## src/rtl/game_pkg.sv

```systemverilog
// Shared definitions for the game state bus readers: conversion FSM encoding,
// seven-segment decimal table and small helpers for the BCD engine.
package game_pkg;

  localparam int          NUM_DIGITS = 4;
  localparam logic [15:0] MAX_SCORE  = 16'd9999;

  localparam logic [1:0] ST_IDLE  = 2'd0;
  localparam logic [1:0] ST_LOAD  = 2'd1;
  localparam logic [1:0] ST_SHIFT = 2'd2;
  localparam logic [1:0] ST_DONE  = 2'd3;

  // Segments {g,f,e,d,c,b,a}, active low; entry [0] is the digit 0.
  localparam logic [9:0][6:0] SEG_LUT = {
    7'b0010000,  // 9
    7'b0000000,  // 8
    7'b1111000,  // 7
    7'b0000010,  // 6
    7'b0010010,  // 5
    7'b0011001,  // 4
    7'b0110000,  // 3
    7'b0100100,  // 2
    7'b1111001,  // 1
    7'b1000000   // 0
  };

  function automatic logic [6:0] seg_encode(input logic [3:0] d);
    logic [6:0] s;
    s = 7'h7F;
    if (d <= 4'd9) s = SEG_LUT[d];
    return s;
  endfunction

  function automatic logic [3:0] add3(input logic [3:0] n);
    return (n >= 4'd5) ? n + 4'd3 : n;
  endfunction

endpackage

```

## src/rtl/bin2bcd16.sv

```systemverilog
// Sequential double-dabble converter: 16-bit binary (clamped to 9999) to
// 4-digit packed BCD, one shift per clock, start/busy/done handshake.
//
//   state    | meaning
//   ST_IDLE  | waiting for start
//   ST_LOAD  | capture clamped input, clear BCD shift register
//   ST_SHIFT | 16 cycles of add-3 then shift left
//   ST_DONE  | bcd_out valid for this cycle, back to idle
module bin2bcd16
  import game_pkg::*;
(
  input  logic        clk,
  input  logic        clr_n,
  input  logic        start,
  input  logic [15:0] bin_in,
  output logic        busy,
  output logic        load,
  output logic        done,
  output logic [15:0] bcd_out
);

  logic [1:0]  state;
  logic [15:0] bin_sh;
  logic [15:0] bcd_sh;
  logic [15:0] bcd_adj;
  logic [3:0]  bit_cnt;

  always_comb begin
    bcd_adj = {add3(bcd_sh[15:12]), add3(bcd_sh[11:8]),
               add3(bcd_sh[7:4]),   add3(bcd_sh[3:0])};
  end

  always_ff @(posedge clk or negedge clr_n) begin
    if (!clr_n) begin
      state   <= ST_IDLE;
      bin_sh  <= 16'd0;
      bcd_sh  <= 16'd0;
      bit_cnt <= 4'd0;
    end else begin
      case (state)
        ST_IDLE: begin
          if (start) state <= ST_LOAD;
        end
        ST_LOAD: begin
          bin_sh  <= (bin_in > MAX_SCORE) ? MAX_SCORE : bin_in;
          bcd_sh  <= 16'd0;
          bit_cnt <= 4'd15;
          state   <= ST_SHIFT;
        end
        ST_SHIFT: begin
          {bcd_sh, bin_sh} <= {bcd_adj[14:0], bin_sh, 1'b0};
          if (bit_cnt == 4'd0) state <= ST_DONE;
          else bit_cnt <= bit_cnt - 4'd1;
        end
        default: begin
          state <= ST_IDLE;
        end
      endcase
    end
  end

  assign busy    = (state != ST_IDLE);
  assign load    = (state == ST_LOAD);
  assign done    = (state == ST_DONE);
  assign bcd_out = bcd_sh;

endmodule

```

## src/rtl/score_display.sv

```systemverilog
// Score/lives reader driving a 4-digit multiplexed seven-segment display.
// Define LEAD_ZERO_BLANK_EN to blank leading zeros above the units digit.
module score_display
  import game_pkg::*;
#(
  parameter int SCAN_DIV   = 100000,
  parameter int BLINK_BITS = 26
) (
  input  logic        clk,
  input  logic        clr_n,
  input  logic [15:0] timealive,
  input  logic [1:0]  lives,
  output logic [6:0]  seg,
  output logic        dp,
  output logic [3:0]  an,
  output logic        busy
);

  localparam int SCAN_W = (SCAN_DIV > 1) ? $clog2(SCAN_DIV) : 1;

  logic [15:0]           last_val;
  logic [15:0]           digits;
  logic [15:0]           bcd;
  logic                  start;
  logic                  eng_busy;
  logic                  eng_load;
  logic                  eng_done;
  logic [SCAN_W-1:0]     scan_cnt;
  logic [1:0]            idx;
  logic [BLINK_BITS-1:0] blink_cnt;
  logic [3:0]            cur_digit;
  logic                  blank;
  logic [6:0]            seg_nxt;
  logic                  dp_nxt;
  logic [3:0]            an_nxt;

  // Changes seen while busy are picked up once the engine is back in idle.
  assign start = !eng_busy && (timealive != last_val);

  bin2bcd16 u_bin2bcd16 (
    .clk     (clk),
    .clr_n   (clr_n),
    .start   (start),
    .bin_in  (timealive),
    .busy    (eng_busy),
    .load    (eng_load),
    .done    (eng_done),
    .bcd_out (bcd)
  );

  assign busy = eng_busy;

  always_ff @(posedge clk or negedge clr_n) begin
    if (!clr_n) begin
      last_val <= 16'd0;
      digits   <= 16'd0;
    end else begin
      if (eng_load) last_val <= timealive;
      if (eng_done) digits   <= bcd;
    end
  end

  always_ff @(posedge clk or negedge clr_n) begin
    if (!clr_n) begin
      scan_cnt  <= '0;
      idx       <= 2'd0;
      blink_cnt <= '0;
    end else begin
      blink_cnt <= blink_cnt + 1'b1;
      if (scan_cnt == SCAN_W'(SCAN_DIV - 1)) begin
        scan_cnt <= '0;
        idx      <= idx + 2'd1;
      end else begin
        scan_cnt <= scan_cnt + 1'b1;
      end
    end
  end

  always_comb begin
    cur_digit = digits[{idx, 2'b00} +: 4];
    blank     = 1'b0;
`ifdef LEAD_ZERO_BLANK_EN
    case (idx)
      2'd3:    blank = (digits[15:12] == 4'd0);
      2'd2:    blank = (digits[15:8] == 8'd0);
      2'd1:    blank = (digits[15:4] == 12'd0);
      default: blank = 1'b0;
    endcase
`endif
    seg_nxt = blank ? 7'h7F : seg_encode(cur_digit);
    dp_nxt  = (idx < lives) ? 1'b0 : 1'b1;
    if ((lives == 2'd0) && !blink_cnt[BLINK_BITS-1]) an_nxt = 4'hF;
    else an_nxt = ~(4'b0001 << idx);
  end

  always_ff @(posedge clk or negedge clr_n) begin
    if (!clr_n) begin
      seg <= 7'h7F;
      dp  <= 1'b1;
      an  <= 4'hF;
    end else begin
      seg <= seg_nxt;
      dp  <= dp_nxt;
      an  <= an_nxt;
    end
  end

endmodule

```

## config.mk

```make
export PLATFORM = sky130hd
export DESIGN_NAME = score_display
export DESIGN_NICKNAME = d
export VERILOG_FILES = /design/src/rtl/game_pkg.sv /design/src/rtl/bin2bcd16.sv /design/src/rtl/score_display.sv
export SDC_FILE = /design/constraint.sdc
export NUM_CORES = 1
export LEC_CHECK = 0
export ABC_AREA = 1
export CORE_ASPECT_RATIO = 1.75
export CORE_MARGIN = 5
export CORE_UTILIZATION = 35
export CTS_CLUSTER_DIAMETER = 60
export CTS_CLUSTER_SIZE = 30
export DETAILED_ROUTE_END_ITERATION = 10
export PLACE_DENSITY = 0.55
export REMOVE_ABC_BUFFERS = 1
export SYNTH_ARGS = -nofsm -noshare
export SYNTH_HDL_FRONTEND = slang
export SYNTH_SLANG_ARGS = --single-unit
```

## constraint.sdc

```tcl
create_clock -name clk -period 2.3 [get_ports clk]
set_clock_uncertainty 0.2 [all_clocks]
set_input_delay 0.345 -clock clk [delete_from_list [all_inputs] [get_ports clk]]
set_output_delay 0.345 -clock clk [all_outputs]
set_load 0.01 [all_outputs]
```

-- After elaboration in Yosys (flattened, before gate mapping)
Memory sizes are Yosys's and may differ from the RTL's.
Index checks and enable logic that the tools add are counted.
- $add $sub $neg: 8
- magnitude comparators: 8
- equality and inequality tests: 8
- shifts and indexed selects: 2
- muxes and demuxes: 17
- bitwise logic cells: 1
- reductions and logical operators: 11
- operators with widths (cell ; number):
    case mux 16 bit (2 select lines) ; 2
    adder 26 x 1 -> 26 bit (second input constant) ; 1
    2-to-1 mux 4 bit ; 5
    adder 17 x 1 -> 17 bit (second input constant) ; 1
    equality test 17 bit (second input constant) ; 1
    2-to-1 mux 17 bit ; 1
    >= comparator 4 x 3 -> 1 bit (second input constant) ; 4
    greater-than comparator 16 x 14 -> 1 bit (second input constant) ; 1
    2-to-1 mux 16 bit ; 1
    inequality test 16 bit ; 1
    variable part select 16 x 5 -> 4 bit ; 1
    2-to-1 mux 7 bit ; 2
    adder 4 x 2 -> 4 bit (second input constant) ; 3
    case mux 4 bit (2 select lines) ; 1
    case mux 2 bit (3 select lines) ; 1
    less-than comparator 4 x 5 -> 1 bit (second input constant) ; 1
    equality test 2 bit (second input constant) ; 2
    less-or-equal comparator 4 bit (second input constant) ; 1
    zero test 2 bit ; 2
    zero test 4 bit ; 1
    2-to-1 mux 2 bit ; 2
    inequality test 2 bit (second input constant) ; 2
    inverter 4 bit ; 1
    AND reduction 2 bit ; 2
    other kinds (12) ; 15
- bits in registers: 127
- memory bits (read-only): 112
- word-level logic and storage cells: 68
- memories kept: 1
- memories (memory ; depth ; width ; read ports ; clocked after memory_dff ; wr ports ; RTL line ; RTL):
    (name not given) ; 16 ; 7 ; 1 ; 0 ; 0 ; game_pkg.sv:30 ; if (d <= 4'd9) s = SEG_LUT[d];

-- Longest topological paths before layout
Gate-level depths: netlist of the first run.
- word-level depth: 5
- gate-level depth with buffers: 11
- gate-level depth less buffers: 11

-- Modules after synthesis
A second synthesis of the first run with hierarchy kept.
- cells, all modules: 842
- area total of the unflattened synthesis: 6702.7 µm²
- by module, submodules not included (module ; instances ; cells an instance ; area an instance (µm²) ; sequential area each (µm²)):
    score_display ; 1 ; 560 ; 4531.8 ; 2242.2
    bin2bcd16 ; 1 ; 282 ; 2170.8 ; 950.9

-- Least setup slack after synthesis of the first run
OpenSTA, ideal clock, no wires.
- path type: register -> register
- start: register idx[0]
- end: register seg[4]
- library setup time: 0.081 ns
- arrival time: 1.634 ns
- required time: 2.019 ns
- setup slack: 0.385 ns
- cell stages (with the launch flop): 9
- path buffers: 1
- cell sequence: dfrtp_1 > buf_6 > nand2_1 > a32oi_1 > inv_1 > ha_1 > o21ai_0 > nand3_2 > o211ai_1
- cells in the longest elaborated chain, start to end: 4
- elaborated cells between the ends (all ways): 5
- classes of those cells: 1 x order compare; 1 x shift; 2 x mux; 1 x memory
- ends and longest elaborated chain (what ; RTL line ; RTL):
    start, declared ; score_display.sv:29 ; logic [1:0] idx;
    start signal, assigned ; score_display.sv:72 ; idx <= idx + 2'd1;
    variable part select 16 x 5 -> 4 bit * ; score_display.sv:80 ; cur_digit = digits[{idx, 2'b00} +: 4];
    memory read (16 x 7 bit) ; - ;
    2-to-1 mux 7 bit (not written as such) ; game_pkg.sv:30 ;
    2-to-1 mux 7 bit * ; game_pkg.sv:30 ;
    net seg_nxt[4] ; score_display.sv:33 ; logic [6:0] seg_nxt;
    end signal, assigned ; score_display.sv:102 ; seg <= seg_nxt;
    end, declared ; score_display.sv:13 ; output logic [6:0] seg,
The timed path passes the listed nets; every way through them passes the cells marked *. The select of a mux whose other input is x is not followed.
A chain may end at the register's enable or synchronous reset.

-- Worst setup path after layout of the first run
- start: register u_bin2bcd16.state[1]
- end: output busy
- cells in the longest elaborated chain, start to end: 1
- ends and longest elaborated chain (what ; RTL line ; RTL):
    start, declared ; bin2bcd16.sv:22 ; logic [1:0] state;
    start signal, assigned ; bin2bcd16.sv:35 ; state <= ST_IDLE;
    start signal, assigned ; bin2bcd16.sv:42 ; if (start) state <= ST_LOAD;
    start signal, assigned ; bin2bcd16.sv:48 ; state <= ST_SHIFT;
    nonzero test 2 bit ; bin2bcd16.sv:62 ; assign busy = (state != ST_IDLE);
    end, declared ; score_display.sv:16 ; output logic busy
Every way passes these cells.

==> impl_results.md, run 1 <==
- Slowest stage delay, CP: approximately 0.55 ns
- Number of synthesized flops with an enable pin: 0
- Pwr/cell area: around 1100 nW/um^2
- CP top delay family: buffers and inverters
- Flip-flop and latch count after synthesis: 127
- Antenna violations before repair: 0
- Final Max Slew Viols: 0
- Post-synth top cells: nand2_1, dfrtp_1, inv_1
- Peak Freq: about 0.45 GHz
- Hold WS: about 0.19 ns
- TNS Setup: 0 ns
- Chip Width: 113 um
- Die Ht: between 150 and 200 um
- Leak pwr: 3.61 nW
- Core Rows: 65
- Crit path buffers/inverters: 3
- Sequential share of the synthesized area: 49.4%
- Clock sink count: between 100 and 150
- Status: complete, no violations
- CP most frequent cell: inv_1
- H-Tree Depth: 4
- Cell taking the most area after synthesis: dfrtp_1
- Vias post-DR: around 5.1k
- Gpl congestion: around 0.84
- Vias in the first global route: between 5k and 6k
- Crit-path max FO: 3
- Die Footprint: 21400 sq um
- Register area: about 3200 sq um
- Crit path cell chain: inv_1 -> ha_1 -> inv_1 -> clkdlybuf4s50_1
- Post-route clock period utilization: between 90 and 100%
- Via-to-Cell Ratio: 4.76
- N_diodes: 0
- Synth-to-layout area growth: 20.9%
- Footprint of the multi-input gates: 2770 sq um
- Mean Syn Cell Area: approximately 8.4 sq um
- Layout cell share with drive strength beyond 1: 11.6%
- Setup crit end kind: output pin
- Xor/xnor cell area share of the yosys netlist: roughly 5%
- Post-route ant nets: 0
- Ranking of synthesized cells by area: dfrtp_1, nand2_1, inv_1, o21ai_0, dfstp_2
- Core area: 18100 sq um
- Fill cells: ~1.8k
- Final nets: a little under 900
- Crit path kind: flip-flop to output pin
- Synth Area in Compound Gates: approximately 12%
- CP Launch Type: flip-flop
- Critical path arrival: 1.66 ns
- Starting density of the core: between 30% and 40%
- Final Critical Period: between 2 and 2.5 ns
- Longest Clk Path Bufs: 2
- Largest family of logic cells by synthesized area: simple AND/OR/NAND/NOR gates
- Hold Path Class: primary input to async pin
- CTS tree: done
- Pre-CTS setup slack: 0.0998 ns
- Final Hold Viols: 0
- Top FF cell, synth: dfrtp_1
- # IOs: 33
- PortBufs: 32
- Clk pin slew, worst setup/hold paths: roughly 0.060 ns
- Synth unique cells: 39
- Most frequent cell after synthesis: nand2_1
- RSZ-0062 raised after global routing: no
- Post-route DRC: 0
- Data required, critical path: ~1.8 ns
- Max_cap viols: 0
- Final wirelength: roughly 14 mm
- Synth async-reset ratio: 100%
- First-pass GRT wire length: roughly 25 mm
- Total track usage: between 10% and 20%
- Worst-margin pin slew: 0.491 ns
- Post-Syn Area: around 6500 sq um
- Share of Yosys cell area claimed by the top area cell type: between 40% and 50%
- Worst path slowest cell: clkdlybuf4s50_1
- Root buffer cell: clkbuf_16
- Total chip power: between 0.008 and 0.009 W
- Num CTS Buffers: 17
- Worst-Skew Late Latency: 0.42 ns
- Relative slew slack: between 60% and 70%
- 1st-pass router iterations: 6
- Synth Warn #: 0
- HPWL after DPL: 10.3 mm
- Peak VDD IR: between 800 and 900 uV
- Fraction of the mapped netlist area in adder cells: around 4.8%
- Largest net degree at the start of global routing: between 60 and 70
- Mux share of post-synthesis cell area: 0%
- Setup Viol. Count Final: 0
- Cells after synthesis: 770
- GRT overflow: 0
- Starting DRC count in detailed routing: between 150 and 200
- Simple-gate area share of the yosys netlist: about a fifth
- Wirelength per Cell: around 13 um
- Final setup margin: just over 0.09 ns
power by group:
group | internal [W] | total, W | switching [W]
Clock | 0.00192 | 0.00290 | 0.000976
Sequential | 0.00281 | 0.00308 | 0.000268
Combinational | 0.000950 | 0.00245 | 0.00150
metrics by stage:
| step | area [sq um] | std cells | utilization (%) |
|---|---|---|---|
| 2_1_floorplan | 6390 | 755 | - |
| 3_3_place_gp | 7130 | 1035 | 39.3 |
| 3_5_place_dp | 7130 | 1035 | 39.3 |
| 4_1_cts | 7800 | 1070 | 43.0 |
| 5_1_grt | 7810 | 1070 | 43.1 |
| 6_report | 7810 | 1070 | 43.1 |
final timing paths:
kind	from	endpoint	slack, ns	depth (start not counted)
min in group clk	scan_cnt[0]	scan_cnt[0]	0.26	1
worst min-delay path	clr_n	scan_cnt[13]	0.19	2
worst max-delay path	u_bin2bcd16.state[1]	busy	0.09	4
max in group asynchronous	clr_n	seg[1]	1.00	3
worst min register to register	scan_cnt[0]	scan_cnt[0]	0.26	1
worst max register to register	idx[0]	seg[1]	0.29	8
area by class of cell:
cell class | instances | share of cell area, %
multi-input combinational | 511 | 35.5
timing repair buffer | 49 | 6.06
inverter | 117 | 5.62
sequential | 127 | 40.9
clock buffer | 22 | 6.20
clock inverter | 10 | 2.02
tap | 234 | 3.75
per-layer routing:
metal  share of wire [%]  global-route usage (%)
met5                   0                       0
met3                 3.0                    3.15
met4                 3.4                    6.80
met2                  55                    26.5
met1                  39                    15.4
sequential cells by signal (all words and copies together), names as in the netlist:
register and cells:
an 4, blink_cnt 26, digits 16, dp 1, idx 2, last_val 16, scan_cnt 17, seg 7
u_bin2bcd16.bcd_out 16, u_bin2bcd16.bin_sh 16, u_bin2bcd16.bit_cnt 4, u_bin2bcd16.state 2
repair_timing:
action                                  4_1_cts  5_1_grt
endpoints found under the setup margin        1        6
buffers inserted                              2        0
resized for setup                             0        2
hold endpoints to repair                     25        0
gates cloned                                  0        0
hold buffers                                  1        0
cells by family (layout without fill, tap and decap cells):
group / Yosys count / in the layout
adders and majority gates: 25 / 25
DFF: 127 / 127
and+or+nand+nor: 312 / 312
buffers and inverters: 132 / 198
xor gates and xnor gates: 37 / 37
AOI/OAI and AO/OA: 137 / 137
placed cells by master (no fill, tap or decap), types with 2 or more instances in the layout:
master / count
a21oi_1: 34
buf_12: 2
buf_4: 15
bufinv_16: 4
clkbuf_16: 17
clkbuf_8: 4
clkdlybuf4s50_1: 31
clkinv_1: 2
clkinv_2: 3
clkinvlp_4: 3
dfrtp_1: 115
dfstp_2: 12
ha_1: 25
inv_1: 106
inv_2: 9
nand2_1: 154
nand2_2: 7
nand3_1: 26
nand3_2: 3
nand4_1: 13
nor2_1: 76
nor2_2: 7
nor2_4: 3
nor3_1: 13
nor3_2: 2
nor4_1: 3
o211ai_1: 2
o21ai_0: 69
o21ai_1: 9
o21bai_1: 5
o22ai_1: 12
xnor2_1: 10
xor2_1: 27
Note: power is estimated with default switching activity, not from simulation.
==> run 2: changes to the inputs <==
==> constraint.sdc (replaced) <==
create_clock -name clk -period 2.3 [get_ports clk]
set_clock_uncertainty 0.2 [all_clocks]
set_input_delay 0.345 -clock clk [delete_from_list [all_inputs] [get_ports clk]]
set_output_delay 0.345 -clock clk [all_outputs]
set_load 0.02 [all_outputs]
==> run 2 against run 1 <==
Compared with the run above: maximum frequency grew 6.0%; register-to-register slack is essentially flat; non-clock buffer count shrank 2; critical path type unchanged; critical endpoint is now seg[1]; highest routed layer unchanged.
==> impl_results.md, run 2 (synthesis gave the netlist of run 1 again) <==
- CP top delay family: buffers and inverters (unchanged)
- Final wirelength: 13.9 mm (was 14.0 mm)
- Layout cell share with drive strength beyond 1: 11.4% (was 11.6%)
- Slowest stage delay, CP: 0.60 ns (was 0.55 ns)
- Setup crit end kind: output pin (unchanged)
- # IOs: 33 (unchanged)
- Crit path kind: flip-flop to output pin (unchanged)
- Reg2Reg Depth: 8 (unchanged)
- Max reg flops: 26 (unchanged)
- Largest regs: blink_cnt: 26 flops, scan_cnt: 17 flops (unchanged)
- First-pass GRT wire length: 25.0 mm (about the same)
- Final Critical Period: 2.08 ns (was 2.21 ns)
- Num CTS Buffers: 17 (unchanged)
- Post-route ant nets: 0 (unchanged)
- Starting DRC count in detailed routing: 167 (was 190)
- Clock sink count: 127 (unchanged)
- Die Ht: 190 um (unchanged)
- Synth-to-layout area growth: 20.6% (was 20.9%)
- N_diodes: 0 (unchanged)
- Via-to-Cell Ratio: 4.75 (was 4.76)
- M1 WL: 5.44 mm (was 5.46 mm)
- Pwr/cell area: 1080 nW/um^2 (about the same)
- Data required, critical path: 1.75 ns (about the same)
- Highest routed metal layer: met4 (unchanged)
- Final Max Slew Viols: 0 (unchanged)
- Fill cells: 1851 (was 1849)
- Finished Core Util: 43.0% (was 43.1%)
- Vias in the first global route: 5269 (was 5287)
- Leak pwr: 3.60 nW (was 3.61 nW)
- Chip Width: 113 um (unchanged)
- Starting density of the core: 35.6% (unchanged)
- Final nets: 866 (was 868)
- Met2 routed WL: 7.57 mm (was 7.62 mm)
- Max_cap viols: 0 (unchanged)
- TNS Setup: 0 ns (unchanged)
- HPWL after DPL: 10.3 mm (unchanged)
- Met3 WL post-DR: 428 um (was 423 um)
- Largest net degree at the start of global routing: 61 (unchanged)
- PortBufs: 32 (unchanged)
- Setup Viol. Count Final: 0 (unchanged)
- Worst-Skew Late Latency: 0.42 ns (about the same)
- Die Footprint: 21400 sq um (unchanged)
- Gpl congestion: 0.837 (unchanged)
- Status: complete, no violations (unchanged)
- Crit path buffers/inverters: 1 (was 3)
- Core Rows: 65 (unchanged)
- GRT overflow: 0 (unchanged)
- Worst-margin pin slew: 0.491 ns (unchanged)
- Wirelength per Cell: 13.0 um (was 13.1 um)
- Crit. path cell count: 1 (was 4)
- Antenna violations before repair: 0 (unchanged)
- Vias post-DR: 5076 (was 5095)
- Hold Path Class: primary input to async pin (unchanged)
- Final Hold Viols: 0 (unchanged)
- Commonest non-fill, non-tap cells in the layout: nand2_1, dfrtp_1, inv_1 (unchanged)
- Most flops, register: blink_cnt (unchanged)
- Post-route DRC: 0 (unchanged)
- Longest Clk Path Bufs: 2 (unchanged)
- Peak Freq: 0.480 GHz (was 0.453 GHz)
- CTS tree: done (unchanged)
- Peak VDD IR: 800 uV (was 803 uV)
- Post-route clock period utilization: 90.6% (was 96.1%)
- Most common cell after layout, fill and taps aside: nand2_1 (unchanged)
- 1st-pass router iterations: 6 (unchanged)
- Critical path arrival: 1.54 ns (was 1.66 ns)
- Core area: 18100 sq um (unchanged)
- Total track usage: 14.4% (about the same)
- Crit path cell chain: clkdlybuf4s50_1 (was inv_1 -> ha_1 -> inv_1 -> clkdlybuf4s50_1)
- Worst path slowest cell: clkdlybuf4s50_1 (unchanged)
- CP Launch Type: flip-flop (unchanged)
- Relative slew slack: 66.9% (unchanged)
- Clk pin slew, worst setup/hold paths: 0.06 ns (about the same)
- RSZ-0062 raised after global routing: no (unchanged)
- Root buffer cell: clkbuf_16 (unchanged)
- H-Tree Depth: 4 (unchanged)
- Crit-path max FO: 1 (was 3)
-- run 2: cell count changes in the layout (fill, tap and decap cells not counted), sizes merged --
cell           before  now
clkdlybuf4s50      31   30
buf                17   15
dlygate4sd2         0    1
-- run 2: worst paths after layout --
kind | to | slack (ns) | startpoint
worst max register to register | seg[1] | 0.29 | idx[0]
max in group asynchronous | seg[1] | 1.01 | clr_n
worst max-delay path | seg[1] | 0.22 | seg[1]
worst min register to register | scan_cnt[0] | 0.26 | scan_cnt[0]
worst min-delay path | scan_cnt[13] | 0.19 | clr_n
min in group clk | scan_cnt[0] | 0.26 | scan_cnt[0]
-- run 2: area by class of cell --
cell class	count	area, sq um	share of cell area (%)
Inverter	117	439	5.64
Multi-Input combinational cell	511	2770	35.5
Clock inverter	10	158	2.02
Clock buffer	22	484	6.21
Sequential cell	127	3190	41.0
Timing Repair Buffer	47	457	5.86
Tap cell	234	293	3.76
-- run 2: power by group --
group          total (W)  internal, W  switching (W)
Sequential       0.00309      0.00281       0.000278
Combinational    0.00245     0.000922        0.00153
Clock            0.00290      0.00192       0.000976
-- run 2: repair_timing --
action                                  4_1_cts  5_1_grt
buffers inserted                              0        0
hold endpoints to repair                     25        0
endpoints found under the setup margin        1        6
cloned                                        0        0
gates resized for setup                       1        2
hold buffers                                  1        0
-- run 2: layer usage --
layer  vias up  track usage [%]
met3        37             3.15
met4         0             6.80
li1       2574                -
met5         -                0
met1      2382             15.4
met2        83             26.4
-- run 2: through the flow --
| step | hold WS, ns | power (W) | std cells | instance area, sq um | worst slack (ns) |
|---|---|---|---|---|---|
| after floorplan | -0.151 | 0.00468 | 755 | 6390 | 0.0816 |
| after global placement | 0.101 | 0.00559 | 1035 | 7130 | 0.133 |
| after detailed placement | 0.103 | 0.00561 | 1035 | 7130 | 0.0998 |
| after CTS | 0.192 | 0.00858 | 1068 | 7780 | 0.0731 |
| after global routing | 0.213 | 0.00908 | 1068 | 7790 | 0.0890 |
| final | 0.193 | 0.00844 | 1068 | 7790 | 0.215 |
==> run 3: changes to the inputs <==
CORE_MARGIN = 1   (was 5)
==> run 3 against run 2 <==
Compared with the run above: flip-flop and latch count unchanged; critical endpoint unchanged; core utilization decreased by 0.39 points; cell count is 0.19% lower; largest power group unchanged.
==> impl_results.md, run 3 (synthesis gave the netlist of run 1 again) <==
- Vias in the first global route: 5261 (was 5269)
- Longest Clk Path Bufs: 2 (unchanged)
- Total chip power: 0.00813 W (was 0.00844 W)
- Met3 WL post-DR: 314 um (was 428 um)
- Slowest stage delay, CP: 0.61 ns (was 0.60 ns)
- Met2 routed WL: 7.51 mm (was 7.57 mm)
- Setup Viol. Count Final: 0 (unchanged)
- N_diodes: 0 (unchanged)
- Clk pin slew, worst setup/hold paths: 0.06 ns (about the same)
- Final wirelength: 13.6 mm (was 13.9 mm)
- Worst-Skew Late Latency: 0.42 ns (about the same)
- H-Tree Depth: 4 (unchanged)
- Gate power share: 29.8% (was 29.1%)
- Starting DRC count in detailed routing: 118 (was 167)
- CP Launch Type: flip-flop (unchanged)
- PortBufs: 32 (unchanged)
- Die Footprint: 19000 sq um (was 21400 sq um)
- Vias post-DR: 5022 (was 5076)
- Largest regs: blink_cnt: 26 flops, scan_cnt: 17 flops (unchanged)
- Total track usage: 15.9% (was 14.4%)
- Crit path cell chain: clkdlybuf4s50_1 (unchanged)
- Leak pwr: 3.56 nW (was 3.60 nW)
- Crit path buffers/inverters: 1 (unchanged)
- Crit path kind: flip-flop to output pin (unchanged)
- Layout cell share with drive strength beyond 1: 10.7% (was 11.4%)
- Gpl congestion: 0.777 (was 0.837)
- Peak VDD IR: 787 uV (was 800 uV)
- Critical path arrival: 1.54 ns (about the same)
- CP top delay family: buffers and inverters (unchanged)
- Commonest non-fill, non-tap cells in the layout: nand2_1, dfrtp_1, inv_1 (unchanged)
- Power share of the clock group: 32.2% (was 34.3%)
- Status: complete, no violations (unchanged)
- Via-to-Cell Ratio: 4.71 (was 4.75)
- Final Hold Viols: 0 (unchanged)
- Post-route clock period utilization: 90.7% (was 90.6%)
- Crit-path max FO: 1 (unchanged)
- Largest net degree at the start of global routing: 128 (was 61)
- Peak Freq: 0.479 GHz (was 0.480 GHz)
- Num CTS Buffers: 17 (unchanged)
- Switching Share: 33.8% (was 33.0%)
- Data required, critical path: 1.75 ns (about the same)
- Core area: 18100 sq um (about the same)
- Final nets: 864 (was 866)
- RSZ-0062 raised after global routing: no (unchanged)
- Fill cells: 1875 (was 1851)
- Post-route DRC: 0 (unchanged)
- HPWL after DPL: 9.67 mm (was 10.3 mm)
- Reg power frac: 38.0% (was 36.6%)
- Max_cap viols: 0 (unchanged)
- Starting density of the core: 35.8% (was 35.6%)
- Setup crit end kind: output pin (unchanged)
- Post-route ant nets: 0 (unchanged)
- Relative slew slack: 51.4% (was 66.9%)
- Max reg flops: 26 (unchanged)
- Clock sink count: 127 (unchanged)
- M1 WL: 5.50 mm (was 5.44 mm)
- Worst path slowest cell: clkdlybuf4s50_1 (unchanged)
- Wirelength per Cell: 12.8 um (was 13.0 um)
- 1st-pass router iterations: 4 (was 6)
- TNS Setup: 0 ns (unchanged)
- Core Rows: 65 (unchanged)
- Highest routed metal layer: met4 (unchanged)
- # IOs: 33 (unchanged)
- Pwr/cell area: 1060 nW/um^2 (was 1080 nW/um^2)
- Die Ht: 182 um (was 190 um)
- Most flops, register: blink_cnt (unchanged)
- R2r setup slk: 0.27 ns (was 0.29 ns)
- Root buffer cell: clkbuf_16 (unchanged)
- Most common cell after layout, fill and taps aside: nand2_1 (unchanged)
- Switch Pwr: 0.00275 W (was 0.00279 W)
- Hold Path Class: flip-flop to flip-flop (was primary input to async pin)
- Synth-to-layout area growth: 19.0% (was 20.6%)
- Final Max Slew Viols: 0 (unchanged)
- P_int: 0.00538 W (was 0.00566 W)
- Chip Width: 105 um (was 113 um)
- Antenna violations before repair: 0 (unchanged)
- CTS tree: done (unchanged)
- Final Critical Period: 2.09 ns (was 2.08 ns)
- GRT overflow: 0 (unchanged)
- First-pass GRT wire length: 24.0 mm (was 25.0 mm)
- Worst-margin pin slew: 0.730 ns (was 0.491 ns)
==> run 3: cell types whose count changed in the layout (fill, tap and decap cells not counted) <==
cell	before	now
a32oi_1	1	2
a32oi_2	1	0
buf_12	2	1
buf_4	13	12
bufinv_16	4	2
clkbuf_1	1	4
clkbuf_8	4	3
clkinv_2	3	6
clkinvlp_4	3	0
o21ai_0	69	70
o21ai_1	9	8
==> run 3: path summary, 6_finish.rpt <==
path,cells after the start,endpoint,startpoint
worst max-delay path,1,seg[1],seg[1]
worst min-delay path,1,scan_cnt[0],scan_cnt[0]
worst max register to register,8,seg[1],idx[0]
worst min register to register,1,scan_cnt[0],scan_cnt[0]
max in group asynchronous,3,u_bin2bcd16.bcd_out[11],clr_n
min in group asynchronous,3,scan_cnt[9],clr_n
==> run 3: per-stage QoR <==
stage	cells	util [%]	cell area, sq um	worst slack (ns)	hold WS, ns
2_1_floorplan	755	-	6390	0.0816	-0.151
3_3_place_gp	1033	39.4	7110	0.184	0.247
3_5_place_dp	1033	39.4	7110	0.211	0.258
4_1_cts	1066	42.6	7690	0.165	0.265
5_1_grt	1066	42.6	7690	0.0338	0.277
6_report	1066	42.6	7690	0.214	0.259
==> run 3: cell type report <==
class	count	area, sq um	share of cell area [%]
Tap cell	234	293	3.81
Clock inverter	8	90.1	1.17
Inverter	117	439	5.71
Timing Repair Buffer	45	429	5.58
Multi-Input combinational cell	511	2760	35.9
Sequential cell	127	3190	41.5
Clock buffer	24	482	6.27
==> run 3: power groups by stage <==
stage	Clock (W)	Sequential [W]	Combinational [W]
finish	0.00262	0.00309	0.00243
CTS	0.00269	0.00309	0.00246
global route	0.00280	0.00315	0.00283
detailed placement	0	0.00312	0.00246
global placement	0	0.00312	0.00244
floorplan	0	0.00313	0.00155
==> run 3: what timing repair did <==
action,4_1_cts,5_1_grt
endpoints found under the setup margin,1,0
hold buffers,1,0
endpoints found under the hold margin,115,0
resized for setup,1,0
setup buffers,0,0
==> run 3: layer usage <==
layer,vias up,track usage (%)
met5,-,0
met2,75,30.2
met3,23,3.05
met4,0,6.87
met1,2361,16.9
li1,2563,-
